==> src/rtl/jk_excitation_driver.sv <==
// Drives a bank of JK flip-flops to a requested word using the excitation table.
// After a one-cycle drive pulse it reads the bank back and reports any mismatch.
module jk_excitation_driver #(
  parameter int WIDTH      = 8,
  parameter bit USE_TOGGLE = 1'b0,
  parameter bit CHECK_EN   = 1'b1
) (
  input  logic             clk,
  input  logic             rst,
  input  logic             tgt_valid,
  output logic             tgt_ready,
  input  logic [WIDTH-1:0] tgt_data,
  output logic [WIDTH-1:0] j_out,
  output logic [WIDTH-1:0] k_out,
  input  logic [WIDTH-1:0] q_fb,
  output logic             busy,
  output logic             done,
  output logic             mismatch,
  output logic [7:0]       err_count
);

  typedef enum logic [1:0] {IDLE, DRIVE, CHECK} state_t;

  state_t           state;
  state_t           state_next;
  logic [WIDTH-1:0] shadow;
  logic [WIDTH-1:0] tgt_r;
  logic [WIDTH-1:0] changed;
  logic [WIDTH-1:0] j_next;
  logic [WIDTH-1:0] k_next;
  logic             accept;
  logic             readback_bad;

  assign accept       = tgt_valid && (state == IDLE);
  assign readback_bad = CHECK_EN && (q_fb != tgt_r);

  // Only bits that differ from the shadow are driven; everything else holds.
  assign changed = shadow ^ tgt_data;
  assign j_next  = USE_TOGGLE ? changed : (changed & tgt_data);
  assign k_next  = USE_TOGGLE ? changed : (changed & ~tgt_data);

  // NOTE: sequential state uses non-blocking assignments so every register
  // samples pre-edge values, independent of block ordering.
  always_ff @(posedge clk) begin
    if (rst) state <= IDLE;
    else     state <= state_next;
  end

  // NOTE: the default assignment first keeps this combinational block latch-free.
  always_comb begin
    state_next = state;
    case (state)
      IDLE:    if (accept) state_next = DRIVE;
      DRIVE:   state_next = CHECK;
      CHECK:   state_next = IDLE;
      default: state_next = IDLE;
    endcase
  end

  always_comb begin
    tgt_ready = (state == IDLE);
    busy      = (state != IDLE);
    done      = (state == CHECK);
    mismatch  = (state == CHECK) && readback_bad;
  end

  // The drive is registered so the bank sees a clean one-cycle pulse during DRIVE.
  always_ff @(posedge clk) begin
    if (rst) begin
      shadow    <= '0;
      tgt_r     <= '0;
      j_out     <= '0;
      k_out     <= '0;
      err_count <= 8'd0;
    end else begin
      j_out <= '0;
      k_out <= '0;
      case (state)
        IDLE: begin
          if (accept) begin
            tgt_r <= tgt_data;
            j_out <= j_next;
            k_out <= k_next;
          end
        end
        CHECK: begin
          if (readback_bad) begin
            shadow <= q_fb;
            if (err_count != 8'hFF) err_count <= err_count + 8'd1;
          end else begin
            shadow <= tgt_r;
          end
        end
        default: ;
      endcase
    end
  end

endmodule

==> config.mk <==
export PLATFORM = sky130hd
export DESIGN_NAME = jk_excitation_driver
export DESIGN_NICKNAME = d
export VERILOG_FILES = /design/src/rtl/jk_excitation_driver.sv
export SDC_FILE = /design/constraint.sdc
export NUM_CORES = 1
export LEC_CHECK = 0
export BUFFER_PORTS_ARGS = -buffer_cell sky130_fd_sc_hd__buf_2
export CAP_MARGIN = 40
export CELL_PAD_IN_SITES_DETAIL_PLACEMENT = 1
export CELL_PAD_IN_SITES_GLOBAL_PLACEMENT = 2
export CORE_UTILIZATION = 32
export CTS_CLUSTER_SIZE = 16
export DETAILED_ROUTE_END_ITERATION = 12
export GPL_TIMING_DRIVEN = 0
export PLACE_DENSITY = 0.86
export SYNTH_ARGS = -nofsm -noshare
export SYNTH_HDL_FRONTEND = slang
export SYNTH_SLANG_ARGS = --single-unit
==> constraint.sdc <==
create_clock -name clk -period 3.9 [get_ports clk]
set_input_delay 0.39 -clock clk [delete_from_list [all_inputs] [get_ports clk]]
set_output_delay 0.39 -clock clk [all_outputs]
set_load 0.02 [all_outputs]
# --- After elaboration in Yosys (flattened, before gate mapping) ---
# Cells that the tools add are included.
# W data, S select, Z words.
word_totals:
  regBits: 42
  in_bits: 19
  output_inout_bits: 28
  elab_cells: 28
op_classes:
  n_addsub: 1
  eq_ne: 5
  muxes: 3
  bitwise: 6
  n_reduce_logical: 7
ops:
  columns: ["operator", "n"]
  rows:
  - ["$and A8 B8 Y8", 2]
  - ["$add A8 B1 Y8 const B", 1]
  - ["$mux W8", 1]
  - ["$ne A8 B8 Y1", 1]
  - ["$ne A8 B8 Y1 const B", 1]
  - ["$not A8 Y8", 1]
  - ["$xor A8 B8 Y8", 1]
  - ["$pmux W2 S2", 1]
  - ["$reduce_and A3 Y1", 1]
  - ["$reduce_or A3 Y1", 1]
  - ["$eq A2 B1 Y1 const B", 1]
  - ["$eq A2 B2 Y1 const B", 1]
  - ["$logic_and A1 B1 Y1", 2]
  - ["$logic_not A2 Y1", 1]
  - ["$mux W2", 1]
  - ["$ne A2 B1 Y1 const B", 1]
  - ["$not A1 Y1", 2]
  - ["$reduce_and A2 Y1", 1]
  - ["$reduce_bool A2 Y1", 1]

# --- Logic depth before layout (Yosys ltp) ---
depth:
  depth_word: 4
  ltp_mapped: 7

# --- Worst setup path after synthesis ---
# No wires, ideal clock.
synth_timing:
  path_kind: "register to register"
  from: "register err_count[0]"
  to: "register err_count[3]"
  t_arrival_ns: 1.458
  t_required_ns: 3.830
  slack_ns: 2.372
  path_stages_with_launch: 6
  synth_period_minus_slack_ns: 1.528
  path_cell_list: "dfxtp_1 ha_1 nand4_4 nand4_1 or4_1 a21oi_1"
synth_between:
  elab_chain_len: 2
  elab_cells_between_ends: 3
  cone_classes: "add/sub: 1; eq/ne: 1; reduce/logical: 1"
synth_rtl:
  columns: ["element", "line_no", "text"]
  rows:
  - ["start, declared", "19", "output logic [7:0] err_count"]
  - ["start signal, assigned", "89", "if (err_count != 8'hFF) err_count <= err_count + 8'd1;"]
  - ["branches (longest 2 deep; another with $add A8 B1 Y8)", null, null]
# Several ways; the timed one is not identified.
# A chain may end at the register's enable or synchronous reset.

# --- Worst setup path after layout ---
layout_timing:
  from: "register state[0]"
  to: "output port mismatch"
layout_between:
  elab_chain_len: 2
layout_rtl:
  columns: ["element", "line_no", "text"]
  rows:
  - ["start, declared", "24", "state_t state;"]
  - ["start signal, assigned", "46", "else state <= state_next;"]
  - ["$eq A2 B2 Y1", "64", "mismatch = (state == CHECK) && readback_bad;"]
  - ["$logic_and A1 B1 Y1", "64", null]
  - ["end, declared", "18", "output logic mismatch,"]
# Every way passes these cells.

==> reports/metrics.yaml <==
setup_path:
  crit_fanout: 10
  rr_worst_depth: 5
  critPathLaunchType: "flip-flop"
  crit_type: "reg -> out"
  worst_r2r_endpoint: "err_count[5]$_SDFFE_PP0P_"
  timing.critical_path.slowest_stage_cell: "sky130_fd_sc_hd__clkbuf_1"
  cp-end-kind: "primary output"
  timing.critical_path.required_ns: 3.51
  critical_path_arrival_ns: 1.67
  r2r-start: "err_count[0]$_SDFFE_PP0P_"
  critPathMaxStageDelay_ns: 0.48
  timing.reg2reg.setup_slack_ns: 2.30
  timing.critical_path.cells: "nand2b_1 > clkbuf_1 > nor2_1 > buf_2"
sta:
  min_period_ns: 2.06
  fin_setup_tns_ns: 0
  finalHoldViolCount: 0
  final.period_utilization: 0.528
  fin_hold_ws_ns: 0.272
  final_max_slew_viol_count: 0
  max_slew_margin: 0.618
  timing.final.setup_violations: 0
  grt_setup_unrepaired: "no"
  fin_skew_ns: 0.00583
  tightest_slew_ns: 0.573
  max_freq_ghz: 0.486
synthesis:
  post-synth-top-area-fraction: 0.503
  number_of_flops_mapped_to_enable_cells_by_yosys: 0
  synth.largest_area_cell: "sky130_fd_sc_hd__dfxtp_1"
  synth.cell_area_um2: 1670
  async_reset_ff_frac: 0
  most_frequently_used_flop_master_after_synthesis: "sky130_fd_sc_hd__dfxtp_1"
  synth_top_cells_by_count: "sky130_fd_sc_hd__dfxtp_1 (42), sky130_fd_sc_hd__nand2_1 (36), sky130_fd_sc_hd__a21oi_1 (18)"
  synth.avg_cell_area_um2: 9.44
  seq_area_frac_synth: 0.503
  syn_inst: 177
  ffs_latches_synth: 42
  synth.most_common_cell: "sky130_fd_sc_hd__dfxtp_1"
  mappedNetlistNets: 197
  yosys_warnings: 0
  synth_top_cells_by_area: "sky130_fd_sc_hd__dfxtp_1 (50%), sky130_fd_sc_hd__nand2_1 (8.1%), sky130_fd_sc_hd__nor3b_1 (6.3%), sky130_fd_sc_hd__a21oi_1 (5.4%), sky130_fd_sc_hd__xnor2_1 (4.2%)"
  synth.distinct_cells: 36
global_route:
  initial_antenna_violation_count: 0
  grt_util_all_layers: 0.155
  grt_first_pass_wirelength_mm: 6.31
  vias_in_the_first_global_route: 1280
  grt_remaining_overflow: 0
  grt_max_degree: 14
floorplanning:
  floorplan.die_area_um2: 5520
  floorplan.io_pins: 47
  horizontal_die_dimension_um: 74.3
  core_region_area_um2: 4880
  initial_core_util: 0.343
  placement_rows: 25
  chip_height_um: 74.3
detailed_routing:
  num_vias: 1425
  vias_per_cell: 4.78
  avg_wl_per_cell_um: 13.8
  drt_first_pass_iters: 4
  route.antenna.remaining_nets: 0
  remaining_drc_errors: 0
  detailedRoute.firstIterationViolations: 38
  detail_route.wirelength_mm: 4.11
outcome:
  outcome: "finished, final reports clean"
clock_tree:
  post-cts-setup-buffers: 0
  tritoncts_num_sinks: 42
  clkTransAtPathRegs_ns: 0.08
  cts-hold-fix-buffers: 0
  post_cts.resized_instances: 0
  htree_num_levels: 2
  worstSkewPairLatency_ns: 0.30
  max-clock-path-buffers: 2
  numCtsBuffers: 5
  cts_tree: "built"
  clock_tree.root_cell: "sky130_fd_sc_hd__clkbuf_8"
power_and_ir_drop:
  peakVddDrop_v: 0.000153
  power.density_nw_per_um2: 419
  static-leakage-power_nw: 0.859
hold_path:
  hp-class: "in -> reg"
  whs_endpoint: "k_out[4]$_SDFF_PP0_"
  worst_hold_path.num_cells: 2
  hp-start: "tgt_data[4]"
finish:
  design_area_um2: 2100
  filler_cell_count: 613
  finish.net_count: 250
  final_core_util: 0.429
  synthToLayoutAreaGrowth_pct: 25.4
  layout-drive-gt1-share: 0.299
  n_antenna_cell: 0
placed_design:
  dpl_cell_area_um2: 1990
  dp.final_hpwl_mm: 2.89
  portBuffers: 46
  gpl.final_weighted_congestion: 0.740
run:
  max_cap_viol_count: 0
[state kept, by name (all words and copies together), names as in the netlist]
register	flops
state	2
tgt_r	8
j_out	8
shadow	8
err_count	8
k_out	8
[placed cells by master, fill, tap and decap left out, types with 3 or more instances in the layout]
cell type and instances:
sky130_fd_sc_hd__clkbuf_8 5, sky130_fd_sc_hd__nand2b_1 3, sky130_fd_sc_hd__xnor2_1 8, sky130_fd_sc_hd__nand2_1 36, sky130_fd_sc_hd__nor3b_1 14, sky130_fd_sc_hd__dfxtp_1 42, sky130_fd_sc_hd__buf_6 3, sky130_fd_sc_hd__nand4_1 5
sky130_fd_sc_hd__a21oi_1 18, sky130_fd_sc_hd__buf_2 46, sky130_fd_sc_hd__inv_1 3, sky130_fd_sc_hd__clkbuf_1 4, sky130_fd_sc_hd__nor3b_2 3, sky130_fd_sc_hd__nor2_1 6, sky130_fd_sc_hd__nor3_1 3
[cell families after synthesis]
| family | share of synthesized area |
|---|---|
| adders and majority gates | 0.00748 |
| xor gates and xnor gates | 0.0419 |
| muxes | 0.0217 |
| buffers and inverters | 0.0471 |
| AOI/OAI and AO/OA | 0.0786 |
| DFF | 0.503 |
| and+or+nand+nor | 0.300 |
[critical path: cells and delay by family, from the launching register on]
| kind | cells | cell delay (ns) |
|---|---|---|
| DFF | 1 | 0.36 |
| and+or+nand+nor | 2 | 0.35 |
| buffers and inverters | 2 | 0.66 |
[final cells by class]
class	instances	area [µm²]	share of cell area
timing repair buffer	46	230	0.110
tap	67	83.8	0.0400
clock buffer	6	72.6	0.0346
inverter	4	15.0	0.00716
clock inverter	2	37.5	0.0179
multi-input combinational	122	752	0.359
buffer	9	63.8	0.0304
sequential	42	841	0.401
[per-layer routing]
metal  global-route usage  vias up  share of wire
li1                     -      710              -
met1                0.204      678           0.49
met2                0.246       32           0.46
met3               0.0366        5          0.036
met4               0.0629        0          0.013
met5                    0        -              0
[how the worst max path moves through the flow]
stage	endpoint	slack, ns	cells after the start	startpoint
after CTS	mismatch	1.85	4	state[0]$_SDFFE_PP0P_
after floorplan	err_count[3]$_SDFFE_PP0P_	2.37	5	err_count[0]$_SDFFE_PP0P_
after global placement	mismatch	2.06	7	q_fb[1]
final	mismatch	1.84	4	state[0]$_SDFFE_PP0P_
after detailed placement	mismatch	2.04	7	q_fb[1]
after global routing	mismatch	1.74	4	state[0]$_SDFFE_PP0P_
[where the power goes]
part	switching, mW	internal, mW
combinational	0.0491	0.0350
sequential	0.00763	0.441
clock	0.155	0.191
total	0.211	0.667
[metrics by stage]
stage,cells,worst slack (ns),power (mW)
3_5_place_dp,290,2.04,0.544
4_1_cts,298,1.85,0.889
5_1_grt,298,1.74,0.920
3_3_place_gp,290,2.06,0.543
2_1_floorplan,177,2.37,0.511
6_report,298,1.84,0.879
(Power assumes the default switching activity.)
